### src/rtl/uart_pkg.sv
// -----------------------------------------------------------------------------
// uart_pkg
// Shared UART definitions used by the transmitter and the team receiver.
//   - UART_* localparams : default frame geometry
//   - tx_state_e         : transmitter FSM state encoding
//   - even_parity()      : even-parity bit over a data word (zero-extended)
// -----------------------------------------------------------------------------
package uart_pkg;

  localparam int UART_DATA_BITS  = 8;
  localparam int UART_STOP_BITS  = 2;
  localparam int UART_PARITY_BIT = 1;
  localparam int UART_IDLE_BITS  = 2;

  typedef enum logic [2:0] {
    TX_IDLE,
    TX_START,
    TX_DATA,
    TX_PARITY,
    TX_STOP,
    TX_GAP
  } tx_state_e;

  // Zero-extension adds no ones, so any word up to 32 bits gives the same
  // parity as reducing it at its native width.
  function automatic logic even_parity(input logic [31:0] bits);
    return ^bits;
  endfunction

endpackage

### src/rtl/uart_tx_hold.sv
// -----------------------------------------------------------------------------
// uart_tx_hold
// One-entry holding register in front of the transmitter shift register.
// Ports:
//   Clk, Rst   : clock, synchronous active-high reset
//   in_data    : word offered by the upstream
//   in_valid   : in_data valid
//   in_ready   : holding register empty (word accepted when valid & ready)
//   out_data   : held word
//   out_full   : holding register holds a word
//   out_take   : transmitter moves the held word into its shift register
// -----------------------------------------------------------------------------
module uart_tx_hold
  import uart_pkg::*;
#(
  parameter int DATA_BITS = UART_DATA_BITS
) (
  input  logic                 Clk,
  input  logic                 Rst,
  input  logic [DATA_BITS-1:0] in_data,
  input  logic                 in_valid,
  output logic                 in_ready,
  output logic [DATA_BITS-1:0] out_data,
  output logic                 out_full,
  input  logic                 out_take
);

  logic                 full_q, full_d;
  logic [DATA_BITS-1:0] data_q, data_d;

  // A take only happens while full and an accept only while empty, so the
  // two can never collide on one edge; the word is never overwritten.
  always_comb begin
    full_d = full_q;
    data_d = data_q;
    if (out_take) begin
      full_d = 1'b0;
    end
    if (in_valid && !full_q) begin
      full_d = 1'b1;
      data_d = in_data;
    end
  end

  always_ff @(posedge Clk) begin
    if (Rst) begin
      full_q <= 1'b0;
      data_q <= '0;
    end else begin
      full_q <= full_d;
      data_q <= data_d;
    end
  end

  assign in_ready = !full_q;
  assign out_data = data_q;
  assign out_full = full_q;

endmodule

### src/rtl/uart_tx.sv
// -----------------------------------------------------------------------------
// uart_tx
// UART transmitter: start bit, DATA_BITS data bits MSB first, optional even
// parity, STOP_BITS stop bits, then an inter-frame gap. One line bit per Clk.
// Ports:
//   Clk, Rst  : clock, synchronous active-high reset
//   Tx_Data   : word to send
//   Tx_Valid  : Tx_Data valid
//   Tx_Ready  : holding register empty
//   CTS       : clear-to-send, only sampled while idle
//   Tx_Break  : break request (only with UART_TX_BREAK_EN)
//   Tx_Out    : registered serial line, idle high
//   Tx_Busy   : FSM not idle
// Configuration macro: UART_TX_BREAK_EN adds the Tx_Break port and break
// frames (line held low for the length of a whole frame, then the gap).
// -----------------------------------------------------------------------------
module uart_tx
  import uart_pkg::*;
#(
  parameter int DATA_BITS  = UART_DATA_BITS,
  parameter int STOP_BITS  = UART_STOP_BITS,
  parameter int PARITY_BIT = UART_PARITY_BIT,
  parameter int IDLE_BITS  = UART_IDLE_BITS
) (
  input  logic                 Clk,
  input  logic                 Rst,
  input  logic [DATA_BITS-1:0] Tx_Data,
  input  logic                 Tx_Valid,
  output logic                 Tx_Ready,
  input  logic                 CTS,
`ifdef UART_TX_BREAK_EN
  input  logic                 Tx_Break,
`endif
  output logic                 Tx_Out,
  output logic                 Tx_Busy
);

  // The IDLE cycle that samples CTS is itself a line-high cycle, so GAP only
  // supplies the remaining IDLE_BITS-1 cycles of the minimum spacing.
  localparam int GAP_CYCLES = IDLE_BITS - 1;
  localparam int GAP_LAST   = (GAP_CYCLES > 0) ? GAP_CYCLES - 1 : 0;
  localparam int CNT_MAX_A  = (DATA_BITS > STOP_BITS) ? DATA_BITS : STOP_BITS;
  localparam int CNT_MAX    = (CNT_MAX_A > GAP_CYCLES) ? CNT_MAX_A : GAP_CYCLES;
  localparam int CNT_W      = (CNT_MAX > 1) ? $clog2(CNT_MAX) : 1;

  tx_state_e            state_q, state_d;
  logic [CNT_W-1:0]     cnt_q, cnt_d;
  logic [DATA_BITS-1:0] shift_q, shift_d;
  logic                 par_q, par_d;
  logic                 tx_out_q, tx_out_d;

  logic [DATA_BITS-1:0] hold_data;
  logic                 hold_full;
  logic                 hold_take;

`ifdef UART_TX_BREAK_EN
  logic brk_q, brk_d;
`endif

  uart_tx_hold #(
    .DATA_BITS (DATA_BITS)
  ) u_hold (
    .Clk      (Clk),
    .Rst      (Rst),
    .in_data  (Tx_Data),
    .in_valid (Tx_Valid),
    .in_ready (Tx_Ready),
    .out_data (hold_data),
    .out_full (hold_full),
    .out_take (hold_take)
  );

  // Next-state logic. Counters count down to zero so each state's length is
  // loaded once on entry. The line value is derived from the next state so
  // that the registered Tx_Out changes on the same edge as the state.
  always_comb begin
    state_d   = state_q;
    cnt_d     = cnt_q;
    shift_d   = shift_q;
    par_d     = par_q;
    hold_take = 1'b0;
    tx_out_d  = 1'b1;
`ifdef UART_TX_BREAK_EN
    brk_d     = brk_q;
`endif

    unique case (state_q)
      TX_IDLE: begin
`ifdef UART_TX_BREAK_EN
        // Break wins over a pending word; the held word stays for later.
        if (CTS && Tx_Break) begin
          state_d = TX_START;
          brk_d   = 1'b1;
          cnt_d   = '0;
        end else
`endif
        if (CTS && hold_full) begin
          state_d   = TX_START;
          hold_take = 1'b1;
          shift_d   = hold_data;
          par_d     = even_parity(32'(hold_data));
          cnt_d     = '0;
        end
      end

      TX_START: begin
        state_d = TX_DATA;
        cnt_d   = CNT_W'(DATA_BITS - 1);
      end

      TX_DATA: begin
        if (cnt_q == '0) begin
          if (PARITY_BIT != 0) begin
            state_d = TX_PARITY;
            cnt_d   = '0;
          end else begin
            state_d = TX_STOP;
            cnt_d   = CNT_W'(STOP_BITS - 1);
          end
        end else begin
          cnt_d   = cnt_q - CNT_W'(1);
          shift_d = shift_q << 1;
        end
      end

      TX_PARITY: begin
        state_d = TX_STOP;
        cnt_d   = CNT_W'(STOP_BITS - 1);
      end

      TX_STOP: begin
        if (cnt_q == '0) begin
`ifdef UART_TX_BREAK_EN
          brk_d = 1'b0;
`endif
          if (GAP_CYCLES > 0) begin
            state_d = TX_GAP;
            cnt_d   = CNT_W'(GAP_LAST);
          end else begin
            state_d = TX_IDLE;
            cnt_d   = '0;
          end
        end else begin
          cnt_d = cnt_q - CNT_W'(1);
        end
      end

      TX_GAP: begin
        if (cnt_q == '0) begin
          state_d = TX_IDLE;
        end else begin
          cnt_d = cnt_q - CNT_W'(1);
        end
      end

      default: begin
        state_d = TX_IDLE;
        cnt_d   = '0;
      end
    endcase

    unique case (state_d)
      TX_START:  tx_out_d = 1'b0;
      TX_DATA:   tx_out_d = shift_d[DATA_BITS-1];
      TX_PARITY: tx_out_d = par_d;
      default:   tx_out_d = 1'b1;
    endcase

`ifdef UART_TX_BREAK_EN
    // A break reuses the frame timing but forces every bit low.
    if (brk_d && (state_d inside {TX_START, TX_DATA, TX_PARITY, TX_STOP})) begin
      tx_out_d = 1'b0;
    end
`endif
  end

  always_ff @(posedge Clk) begin
    if (Rst) begin
      state_q  <= TX_IDLE;
      cnt_q    <= '0;
      shift_q  <= '0;
      par_q    <= 1'b0;
      tx_out_q <= 1'b1;
`ifdef UART_TX_BREAK_EN
      brk_q    <= 1'b0;
`endif
    end else begin
      state_q  <= state_d;
      cnt_q    <= cnt_d;
      shift_q  <= shift_d;
      par_q    <= par_d;
      tx_out_q <= tx_out_d;
`ifdef UART_TX_BREAK_EN
      brk_q    <= brk_d;
`endif
    end
  end

  assign Tx_Out  = tx_out_q;
  assign Tx_Busy = (state_q != TX_IDLE);

endmodule
### config.mk
export PLATFORM = sky130hd
export DESIGN_NAME = uart_tx
export DESIGN_NICKNAME = d
export VERILOG_FILES = /design/src/rtl/uart_pkg.sv /design/src/rtl/uart_tx_hold.sv /design/src/rtl/uart_tx.sv
export SDC_FILE = /design/constraint.sdc
export NUM_CORES = 1
export LEC_CHECK = 0
export CORE_ASPECT_RATIO = 1.75
export CORE_MARGIN = 3
export CORE_UTILIZATION = 46
export CTS_CLUSTER_SIZE = 24
export DETAILED_ROUTE_END_ITERATION = 8
export PLACE_DENSITY = 0.68
export SKIP_CTS_REPAIR_TIMING = 1
export SLEW_MARGIN = 15
export SYNTH_ARGS = -nofsm -noshare
export SYNTH_HDL_FRONTEND = slang
export SYNTH_HIERARCHICAL = 1
export SYNTH_SLANG_ARGS = --single-unit
### constraint.sdc
create_clock -name Clk -period 4.9 [get_ports Clk]
set_input_delay 1.225 -clock Clk [delete_from_list [all_inputs] [get_ports Clk]]
set_output_delay 1.225 -clock Clk [all_outputs]
set_load 0.01 [all_outputs]
Yosys cells after proc, flatten, opt, wreduce, memory -nomap -nowiden
Index checks and enable logic that the tools add are counted.

Memory bits (read-only): 0. Input port bits: 12. Output and inout port bits: 3. Register bits after elaboration: 25. Word-level logic and storage cells: 51. Latch bits: 0. Memories kept: 0. Memory bits (writable): 0.

Magnitude comparators: 0. Div/mod/pow operators: 0. Shifts and indexed selects: 0. $mul: 0. Muxes and demuxes: 19. Reduce and logical (&&, ||, !) cells: 12. Bitwise gates (word level): 0. $add $sub $neg: 1. Equal/unequal tests: 11.

Operators with widths (number): $reduce_xor A32 Y1 (1); $mux W3 (7); $pmux W3 S6 (1); $mux W8 (2); $pmux W8 S2 (1); $pmux W3 S5 (1); $eq A3 B2 Y1 const B (4); $eq A3 B1 Y1 const B (2); $eq A3 B3 Y1 const B (2); $logic_not A3 Y1 (2); $mux W1 (6); $ne A2 B2 Y1 const B (3); $reduce_bool A2 Y1 (2); $pmux W1 S3 (1); $reduce_and A3 Y1 (1); $reduce_bool A3 Y1 (1); $sub A3 B1 Y3 const B (1); $logic_and A1 B1 Y1 (2); $reduce_and A2 Y1 (1); $reduce_or A2 Y1 (1); $logic_not A1 Y1 (1).

Longest topological paths before layout
Gate-level depths: netlist of the first run.

Word-level depth: 5. Mapped depth: 8.

Modules after synthesis
Netlist of the first run, hierarchy kept.

Modules (own cells, without submodules): uart_tx (area an instance 863.3 µm², cells an instance 96, times used 1, sequential area each 320.3 µm²); uart_tx_hold (area an instance 430.4 µm², cells an instance 39, times used 1, sequential area each 180.2 µm²).

Worst setup path before layout of the first run
Ideal clock, no wire load.

Path type: input to register. Start: in CTS. End: reg tx_out_q (netlist: Tx_Out). Path buffers: 0. Setup slack: 2.629 ns. Arrival time: 2.137 ns. Stages on the path: 4. Library setup time: 0.134 ns. Cell sequence: a21oi_2 -> a2111o_4 -> a2111oi_4 -> o211ai_1.

Cells in the longest elaborated chain, start to end: 5. Elaborated cells between the ends (all ways): 11. Those cells by class: eq/ne (3); mux (7); reduce/logical (1).

RTL lines: start, declared (RTL line uart_tx.sv:30) `input logic CTS,`; $logic_and A1 B1 Y1 (*) (RTL line uart_tx.sv:97) `if (CTS && hold_full) begin`; $mux W3 (RTL line uart_tx.sv:97); $pmux W3 S6 (RTL line uart_tx.sv:87) `unique case (state_q)`; $eq A3 B2 Y1 or $eq A3 B1 Y1 (tied branches) (RTL line uart_tx.sv:162) `unique case (state_d)`; $pmux W1 S3 (*) (RTL line uart_tx.sv:162); end signal, assigned (RTL line uart_tx.sv:192) `tx_out_q <= tx_out_d;`; end, declared (RTL line uart_tx.sv:50) `logic tx_out_q, tx_out_d;`.

Mark *: on every way between the ends. The rest lies on a longest branch, timed or not. The select of a mux whose other input is x is not followed. A chain may end at the register's enable or synchronous reset.

Worst setup path in the final report of the first run
Start: reg state_q[2]. End: out Tx_Busy.

Cells in the longest elaborated chain, start to end: 1.

RTL lines: start, declared (RTL line uart_tx.sv:46) `tx_state_e state_q, state_d;`; start signal, assigned (RTL line uart_tx.sv:188) `state_q <= state_d;`; $reduce_bool A3 Y1 (RTL line uart_tx.sv:200) `assign Tx_Busy = (state_q != TX_IDLE);`; end, declared (RTL line uart_tx.sv:35) `output logic Tx_Busy`.

No other way between the ends.

==> impl_metrics.csv, run 1 <==
group,metric,value,unit
logic_synthesis,yosys.area_share.simple,0.234,
critical_path,cp-end-kind,"output port",
final_layout,syn2layout_area_growth,13.3,%
timing,worstMarginPinSlew,0.933,ns
clock_network,numCtsBuffers,3,
timing,period_share,0.593,
placement,port_buffers,14,
timing,final_max_slew_viol_count,0,
critical_path,path_cells,"or3_1 -> clkdlybuf4s50_1",
route,vias,1043,
grt,grt_max_degree,33,
timing,finalHoldViolCount,0,
floorplanning,row_count,24,
floorplanning,die_area,3510,µm²
pwr,power.switching,0.000129,W
logic_synthesis,synthAdderAreaFrac,0.0193,
logic_synthesis,synth_compound_area_frac,0.250,
pwr,combPwrFrac,0.232,
logic_synthesis,yosysTopAreaCell,"dfxtp_1",
logic_synthesis,syn_inst,135,
critical_path,required,3.67,ns
route,vias_per_cell,6.06,
timing,relSlewSlack,0.376,
timing,rsz0062_at_grt,"no",
timing,skew,0.00198,ns
logic_synthesis,synth_top_area_frac,0.387,
logic_synthesis,synth.area.top_cells,"dfxtp_1 (39%), nand4bb_1 (7.0%), nand2b_1 (5.8%)",
clock_network,cts.sinks,25,
critical_path,slowest_stage,"clkdlybuf4s50_1",
route,avgRoutedWirePerCell,15.4,µm
final_layout,nFillCells,267,
grt,grt_pass1_vias,1049,
final_layout,seqCellArea,500,µm²
pwr,leakage,0.511,nW
floorplanning,die_x,46.1,µm
clock_network,cts_root_buffer,"clkbuf_8",
run_status,status,"finished clean",
logic_synthesis,synth_area,1290,µm²
grt,grt-ovfl-total,0,
min_path,hold_class,"flip-flop to flip-flop",
flow_run,maxCapViolCount,0,
critical_path,worst_setup_path_start_kind,"flip-flop",
pwr,intPower,0.000323,W
clock_network,cts.path.max_buffers,2,
critical_path,crit_start,"state_q[2]$_SDFF_PP0_",
route,drtAntennaViolNets,0,
placement,placed_cells,168,
pwr,swShare,0.286,
route,wl,2.65,mm
route,drt_iter0_markers,38,
clock_network,h-tree-depth,1,
critical_path,worstPathArrival,1.68,ns
timing,finalCriticalPeriod,2.90,ns
pwr,pwr_density_cell,308,nW/µm²
final_layout,final_nets,161,
logic_synthesis,ys_ff_latch,25,
grt,gr-usage-all-layers,0.171,
critical_path,worstPathMaxFanout,11,
critical_path,crit_type,"flip-flop to output port",
logic_synthesis,synth_top_family_by_area,"compound AO/OA/AOI/OAI gates",
placement,dp_hpwl,2.04,mm
pwr,pwr-share-seq,0.504,
logic_synthesis,yosysSeqAreaShare,0.387,
pwr,power_frac_clock,0.264,
logic_synthesis,synthMuxAreaShare,0.00870,
floorplanning,dieHeight,76.2,µm
critical_path,r2r_cells,5,
clock_network,cts_tree,"done",
route,drc_errors,0,
timing,setup_tns,0,ns
placement,place_congestion,0.797,
clock_network,clkSlewWorstSetupHoldPaths,0.08,ns
logic_synthesis,synth_fp_nets,149,
route,dr.pass1.iters,6,
final_layout,multiInputGateArea,732,µm²
pwr,vdd_ir_drop_max,0.000207,V
timing,max_freq,0.344,GHz
floorplanning,core,2580,µm²
timing,setup_viol,0,
final_layout,final_cells,172,
critical_path,slowest_delay,0.50,ns
floorplanning,start_util,0.501,
grt,grt_pass1_wl,4.62,mm
floorplanning,top_level_ports,15,
logic_synthesis,syn_area_per_cell,9.58,µm²
logic_synthesis,yosys_warnings,6,
logic_synthesis,ys_types,33,
critical_path,r2r-start,"state_q[2]$_SDFF_PP0_",
clock_network,clock_latency,0.26,ns
min_path,hold_path_depth,2,
grt,antenna_found_initial,0,
final_layout,diodes,0,
logic_synthesis,synth_xor_area_frac,0.0542,
min_path,min_from,"shift_q[1]$_SDFFE_PP0P_",
final_layout,drive_gt1_frac,0.110,
-- flip-flops by register name, summed over array words and instances, names as in the netlist --
| name | count |
|---|---|
| state_q | 3 |
| Tx_Out | 1 |
| u_hold/out_full | 1 |
| par_q | 1 |
| cnt_q | 3 |
| u_hold/out_data | 8 |
| shift_q | 8 |
-- synth_stat cells --
master,instances
dfxtp_1,25
nor2_1,19
nand2b_1,12
nand4bb_1,8
o21ai_2,8
xnor2_1,8
a21oi_1,7
a222oi_1,6
inv_1,4
clkbuf_1,3
nor2b_1,3
o21ai_1,3
a211oi_1,2
a22oi_1,2
buf_6,2
ha_1,2
nand2_1,2
o211ai_1,2
o21a_1,2
or3_1,2
a2111o_4,1
a2111oi_4,1
a21oi_2,1
a221oi_1,1
a31oi_1,1
a32o_1,1
and2_1,1
and2b_4,1
and3_1,1
buf_2,1
buf_4,1
mux2_1,1
nor3_1,1
-- placed cells by master, fill, tap and decap left out, types with 2 or more instances in the layout --
master / Yosys / layout
ha_1: 2 / 2
a21oi_1: 7 / 7
inv_1: 4 / 4
nand2_1: 2 / 2
nand4bb_1: 8 / 8
xnor2_1: 8 / 8
dfxtp_1: 25 / 25
clkdlybuf4s50_1: 0 / 14
nand2b_1: 12 / 12
or3_1: 2 / 2
a222oi_1: 6 / 6
o211ai_1: 2 / 2
nor2_1: 19 / 19
clkbuf_8: 0 / 3
a211oi_1: 2 / 2
nor2b_1: 3 / 3
o21ai_1: 3 / 3
a22oi_1: 2 / 2
o21ai_2: 8 / 8
o21a_1: 2 / 2
-- layer usage --
layer	up-vias	global-route usage	routed length, µm
met5	-	0	0
met4	0	0.0684	51
met3	7	0.0213	88
met2	31	0.298	1530
met1	491	0.195	985
li1	514	-	-
-- layout make-up --
type	instances	share of cell area
multi-input cells	99	0.499
flip-flops and latches	25	0.341
repair buffers	14	0.0956
clock buffers	3	0.0282
well taps	26	0.0222
inverters	4	0.0102
clock inverters	1	0.00341
-- logic make-up (layout without fill, tap and decap cells) --
logic type | count (synthesis) | in the layout
flip-flops | 25 | 25
XOR/XNOR | 8 | 8
AND/OR/NAND/NOR | 50 | 50
AO/OA/AOI/OAI | 38 | 38
buffers and inverters | 11 | 22
adder cells (fa/ha/maj) | 2 | 2
multiplexers | 1 | 1
-- critical path: cells and delay by family (launching register included) --
family	cells	cell delay (ns)
AND/OR/NAND/NOR	1	0.47
flip-flops	1	0.45
buffers and inverters	1	0.50
-- path summary, 6_finish.rpt --
kind / to / slack (ns)
worst max-delay path: Tx_Busy / 2.00
worst min register to register: shift_q[2]$_SDFFE_PP0P_ / 0.51
worst min-delay path: shift_q[2]$_SDFFE_PP0P_ / 0.51
worst max register to register: Tx_Out$_SDFF_PP1_ / 2.73
-- power by group through the flow --
| stage | clock network [W] | registers [W] | logic, W |
|---|---|---|---|
| 2_1_floorplan | 0 | 0.000227 | 0.0000835 |
| 4_1_cts | 0.000124 | 0.000228 | 0.000106 |
| 3_5_place_dp | 0 | 0.000233 | 0.000105 |
| 6_report | 0.000119 | 0.000228 | 0.000105 |
| 5_1_grt | 0.000132 | 0.000230 | 0.000117 |
| 3_3_place_gp | 0 | 0.000233 | 0.000103 |
-- per-stage QoR --
step	util	total power (W)	cell area [µm²]	hold WS (ns)	setup slack, ns
after floorplan	-	0.000311	1290	0.448	2.63
after global placement	0.550	0.000335	1420	0.479	1.94
after detailed placement	0.550	0.000338	1420	0.494	1.86
after CTS	0.568	0.000458	1470	0.508	1.98
after global routing	0.568	0.000480	1470	0.535	1.94
final	0.568	0.000452	1470	0.510	2.00
No activity file was read; power rests on OpenSTA's default activity.
==> inputs of run 2 (changes only) <==
==> constraint.sdc (replaced) <==
create_clock -name Clk -period 2.9 [get_ports Clk]
set_input_delay 0.725 -clock Clk [delete_from_list [all_inputs] [get_ports Clk]]
set_output_delay 0.725 -clock Clk [all_outputs]
set_load 0.01 [all_outputs]
==> impl_metrics.csv, run 2 (synthesis results as in run 1) <==
group,metric,value,unit
grt,antenna_found_initial,0,
clock_network,numCtsBuffers,3,
flow_run,maxCapViolCount,0,
final_layout,utilization,0.578,
run_status,status,"finished clean",
critical_path,r2r_slack,0.83,ns
floorplanning,row_count,24,
timing,skew,0.00415,ns
timing,period_share,0.824,
critical_path,r2r-start,"cnt_q[0]$_SDFFE_PP0P_",
final_layout,final_common_cell,"dfxtp_1",
clock_network,cts_tree,"done",
min_path,hold_class,"flip-flop to flip-flop",
grt,met2_usage,0.283,
timing,rsz0062_at_grt,"no",
clock_network,cts.path.max_buffers,2,
pwr,combPwrFrac,0.233,
critical_path,critical_path_depth,2,
final_layout,drive_gt1_frac,0.128,
critical_path,worstPathArrival,1.66,ns
grt,grt_use_met3,0.0260,
timing,final_max_slew_viol_count,0,
pwr,pwr_density_cell,517,nW/µm²
grt,grt_use_met1,0.183,
critical_path,cp.buffers_inverters,1,
pwr,intPower,0.000550,W
critical_path,slowest_stage,"clkdlybuf4s50_1",
route,drc_errors,0,
final_layout,nFillCells,248,
route,vias_per_cell,5.98,
clock_network,clock_latency,0.27,ns
clock_network,cts_root_buffer,"clkbuf_8",
grt,grt_pass1_vias,1030,
placement,dp_hpwl,2.03,mm
floorplanning,die_x,46.1,µm
critical_path,required,2.17,ns
critical_path,worstPathMaxFanout,11,
timing,finalCriticalPeriod,2.39,ns
pwr,power_frac_clock,0.268,
grt,grt_max_degree,25,
timing,worstMarginPinSlew,0.678,ns
route,drtAntennaViolNets,0,
floorplanning,die_area,3510,µm²
critical_path,crit_type,"flip-flop to output port",
placement,port_buffers,14,
grt,grt_pass1_wl,4.39,mm
pwr,pwr-share-seq,0.499,
critical_path,setup.worst_path.end,"Tx_Busy",
timing,setup_tns,0,ns
critical_path,cp-end-kind,"output port",
critical_path,path_cells,"or3_1 -> clkdlybuf4s50_1",
pwr,swShare,0.287,
grt,busiest_layer,"met2",
clock_network,h-tree-depth,1,
clock_network,cts.sinks,25,
route,avgRoutedWirePerCell,15.2,µm
clock_network,clkSlewWorstSetupHoldPaths,0.09,ns
pwr,power.switching,0.000222,W
timing,setup_viol,0,
critical_path,worstReg2RegEnd,"Tx_Out$_SDFF_PP1_",
grt,gr-usage-all-layers,0.164,
critical_path,cp_top_family,"buffers and inverters",
route,drt_iter0_markers,50,
timing,relSlewSlack,0.544,
final_layout,layout_common_cells,"dfxtp_1 (25), nor2_1 (19), clkdlybuf4s50_1 (14)",
timing,max_freq,0.419,GHz
floorplanning,top_level_ports,15,
route,vias,1047,
floorplanning,dieHeight,76.2,µm
route,dr.pass1.iters,5,
floorplanning,start_util,0.501,
timing,finalHoldViolCount,0,
grt,grt-ovfl-total,0,
final_layout,syn2layout_area_growth,15.3,%
placement,place_congestion,0.846,
pwr,leakage,0.522,nW
critical_path,worst_setup_path_start_kind,"flip-flop",
pwr,vdd_ir_drop_max,0.000409,V
critical_path,crit_start,"state_q[2]$_SDFF_PP0_",
critical_path,r2r_cells,6,
final_layout,diodes,0,
floorplanning,core,2580,µm²
final_layout,final_nets,164,
critical_path,slowest_delay,0.50,ns
route,wl,2.66,mm
## run 2: cell types whose count changed in the layout (fill, tap and decap cells not counted), sizes merged
| cell | before | now |
|---|---|---|
| buf | 0 | 3 |
| clkinv | 1 | 0 |
| clkinvlp | 0 | 1 |
## run 2: how the worst min path moves through the flow
stage	startpoint	end	slack, ns	depth (start not counted)
after floorplan	cnt_q[1]$_SDFFE_PP0P_	cnt_q[1]$_SDFFE_PP0P_	0.45	2
after detailed placement	cnt_q[1]$_SDFFE_PP0P_	cnt_q[1]$_SDFFE_PP0P_	0.49	2
after global placement	shift_q[0]$_SDFFE_PP0P_	shift_q[1]$_SDFFE_PP0P_	0.49	2
final	cnt_q[1]$_SDFFE_PP0P_	cnt_q[1]$_SDFFE_PP0P_	0.50	2
after global routing	cnt_q[0]$_SDFFE_PP0P_	cnt_q[0]$_SDFFE_PP0P_	0.53	2
after CTS	cnt_q[1]$_SDFFE_PP0P_	cnt_q[1]$_SDFFE_PP0P_	0.51	2
## run 2: final cells by class
type	count	area (µm²)	share of cell area
Clock buffer	3	41.3	0.0277
Clock inverter	1	7.51	0.00503
Timing Repair Buffer	17	163	0.109
Inverter	4	15.0	0.0101
Multi-Input combinational cell	99	732	0.491
Tap cell	26	32.5	0.0218
Sequential cell	25	500	0.336
## run 2: power groups by stage
stage / clock [W] / combinational, W / sequential (W)
final: 0.000207 / 0.000180 / 0.000385
after global placement: 0 / 0.000175 / 0.000393
after global routing: 0.000226 / 0.000197 / 0.000389
after CTS: 0.000212 / 0.000181 / 0.000385
after detailed placement: 0 / 0.000179 / 0.000393
after floorplan: 0 / 0.000141 / 0.000384
## run 2: worst register-to-register path, stage by stage (launching register included)
cell,delay (ns)
dfxtp_1,0.34
inv_1,0.07
ha_1,0.22
nor2b_1,0.22
a2111o_4,0.59
a2111oi_4,0.36
o211ai_1,0.14
## run 2: per-layer routing
layer | part of all wire | up-vias
met5 | 0 | -
met4 | 0.020 | 0
met3 | 0.032 | 6
met2 | 0.58 | 21
met1 | 0.36 | 502
li1 | - | 518
## run 2: stage by stage
step | setup WS, ns | hold slack [ns] | power, W | cell area (µm²) | cells
2_1_floorplan | 0.958 | 0.448 | 0.000525 | 1290 | 135
3_3_place_gp | 0.543 | 0.488 | 0.000568 | 1440 | 171
3_5_place_dp | 0.501 | 0.493 | 0.000573 | 1440 | 171
4_1_cts | 0.486 | 0.506 | 0.000779 | 1490 | 175
5_1_grt | 0.441 | 0.533 | 0.000811 | 1490 | 175
6_report | 0.511 | 0.501 | 0.000772 | 1490 | 175
==> inputs of run 3 (changes only) <==
--- a/config.mk
+++ b/config.mk
@@ -10,7 +10,7 @@
 export CORE_UTILIZATION = 46
 export CTS_CLUSTER_SIZE = 24
 export DETAILED_ROUTE_END_ITERATION = 8
-export PLACE_DENSITY = 0.68
+export PLACE_DENSITY = 0.7
 export SKIP_CTS_REPAIR_TIMING = 1
 export SLEW_MARGIN = 15
 export SYNTH_ARGS = -nofsm -noshare
==> constraint.sdc (replaced) <==
create_clock -name Clk -period 2 [get_ports Clk]
set_input_delay 0.5 -clock Clk [delete_from_list [all_inputs] [get_ports Clk]]
set_output_delay 0.5 -clock Clk [all_outputs]
set_load 0.01 [all_outputs]
==> impl_metrics.csv, run 3 (synthesis results as in run 1) <==
group,metric,value,unit
floorplanning,top_level_ports,15,
critical_path,crit_start,"u_hold/out_full$_SDFFE_PP0P_",
critical_path,cp-end-kind,"output port",
route,vias,1077,
route,drt_iter0_markers,56,
route,drtAntennaViolNets,0,
timing,rsz0062_at_grt,"no",
final_layout,syn2layout_area_growth,21.2,%
clock_network,numCtsBuffers,3,
critical_path,r2r-start,"cnt_q[0]$_SDFFE_PP0P_",
run_status,status,"finished clean",
timing,period_share,0.934,
timing,setup_viol,0,
final_layout,drive_gt1_frac,0.179,
placement,place_congestion,0.911,
timing,max_freq,0.535,GHz
clock_network,h-tree-depth,1,
critical_path,cp_top_family,"buffers and inverters",
grt,gr-usage-all-layers,0.180,
clock_network,cts_root_buffer,"clkbuf_8",
clock_network,clock_latency,0.27,ns
final_layout,diodes,0,
grt,grt_max_degree,33,
critical_path,worstPathMaxFanout,12,
route,dr.pass1.iters,4,
clock_network,cts.sinks,25,
final_layout,final_area,1570,µm²
placement,port_buffers,14,
floorplanning,die_x,46.1,µm
final_layout,final_nets,171,
critical_path,required,1.50,ns
critical_path,cp.buffers_inverters,3,
pwr,vdd_ir_drop_max,0.000551,V
floorplanning,start_util,0.501,
min_path,hold_class,"flip-flop to flip-flop",
critical_path,slowest_stage,"clkdlybuf4s50_1",
route,vias_per_cell,5.92,
critical_path,worstPathArrival,1.37,ns
critical_path,crit_type,"flip-flop to output port",
timing,final_max_slew_viol_count,0,
final_layout,final_common_cell,"dfxtp_1",
final_layout,layout_common_cells,"dfxtp_1 (24), nor2_1 (19), clkdlybuf4s50_1 (13)",
timing,finalCriticalPeriod,1.87,ns
route,drc_errors,0,
grt,antenna_found_initial,0,
grt,grt_pass1_vias,1078,
timing,finalHoldViolCount,0,
timing,skew,0.00365,ns
floorplanning,row_count,24,
grt,grt_pass1_wl,4.86,mm
flow_run,maxCapViolCount,0,
floorplanning,core,2580,µm²
clock_network,clkSlewWorstSetupHoldPaths,0.09,ns
placement,place_worst_setup_slack,-0.101,ns
clock_network,cts.path.max_buffers,2,
placement,placed_area,1500,µm²
floorplanning,die_area,3510,µm²
route,avgRoutedWirePerCell,15.8,µm
final_layout,nFillCells,221,
grt,grt-ovfl-total,0,
min_path,min_from,"shift_q[3]$_SDFFE_PP0P_",
floorplanning,dieHeight,76.2,µm
critical_path,slowest_delay,0.52,ns
timing,relSlewSlack,0.725,
clock_network,cts_tree,"done",
route,wl,2.87,mm
timing,setup_slack,0.133,ns
critical_path,worst_setup_path_start_kind,"flip-flop",
pwr,leakage,0.578,nW
pwr,pwr_density_cell,742,nW/µm²
placement,dp_hpwl,2.05,mm
timing,worstMarginPinSlew,0.411,ns
critical_path,path_cells,"buf_4 -> inv_1 -> clkdlybuf4s50_1",
-- run 3: area by class of cell --
| type | count | area [µm²] | area share |
|---|---|---|---|
| clock buffer | 3 | 41.3 | 0.0263 |
| clock inverter | 1 | 7.51 | 0.00479 |
| inverter | 4 | 15.0 | 0.00958 |
| multi-input combinational | 100 | 747 | 0.476 |
| sequential | 25 | 502 | 0.320 |
| tap | 26 | 32.5 | 0.0208 |
| timing repair buffer | 23 | 223 | 0.142 |
-- run 3: worst paths after layout --
check,endpoint,slack (ns),cells after the start
max,Tx_Ready,0.13,3
min,shift_q[4]$_SDFFE_PP0P_,0.50,2
max reg2reg,Tx_Out$_SDFF_PP1_,0.14,6
min reg2reg,shift_q[4]$_SDFFE_PP0P_,0.50,2
-- run 3: where the power goes --
group | internal (W) | switching, W
clock | 0.000141 | 0.000167
combinational | 0.000153 | 0.000146
sequential | 0.000527 | 0.0000300
-- run 3: worst reg2reg max path, stage by stage, from the launching register on --
cell	delay, ns
dfxtp_1	0.34
inv_1	0.06
ha_1	0.22
nor2b_2	0.19
a2111o_4	0.50
a2111oi_4	0.30
o211ai_1	0.13
-- run 3: stage by stage --
stage / power, W / TNS [ns] / utilization / instances / hold slack (ns)
2_1_floorplan: 0.000761 / 0 / - / 135 / 0.448
3_3_place_gp: 0.000847 / -0.115 / 0.581 / 177 / 0.475
3_5_place_dp: 0.000856 / -0.123 / 0.581 / 177 / 0.487
4_1_cts: 0.00116 / -0.0902 / 0.600 / 181 / 0.508
5_1_grt: 0.00123 / 0 / 0.607 / 182 / 0.535
6_report: 0.00116 / 0 / 0.607 / 182 / 0.504
-- run 3: routing by layer --
metal | vias up | part of all wire | global-route usage
met1 | 514 | 0.41 | 0.219
met5 | - | 0 | 0
met2 | 19 | 0.54 | 0.296
li1 | 538 | - | -
met3 | 6 | 0.025 | 0.0260
met4 | 0 | 0.021 | 0.0798
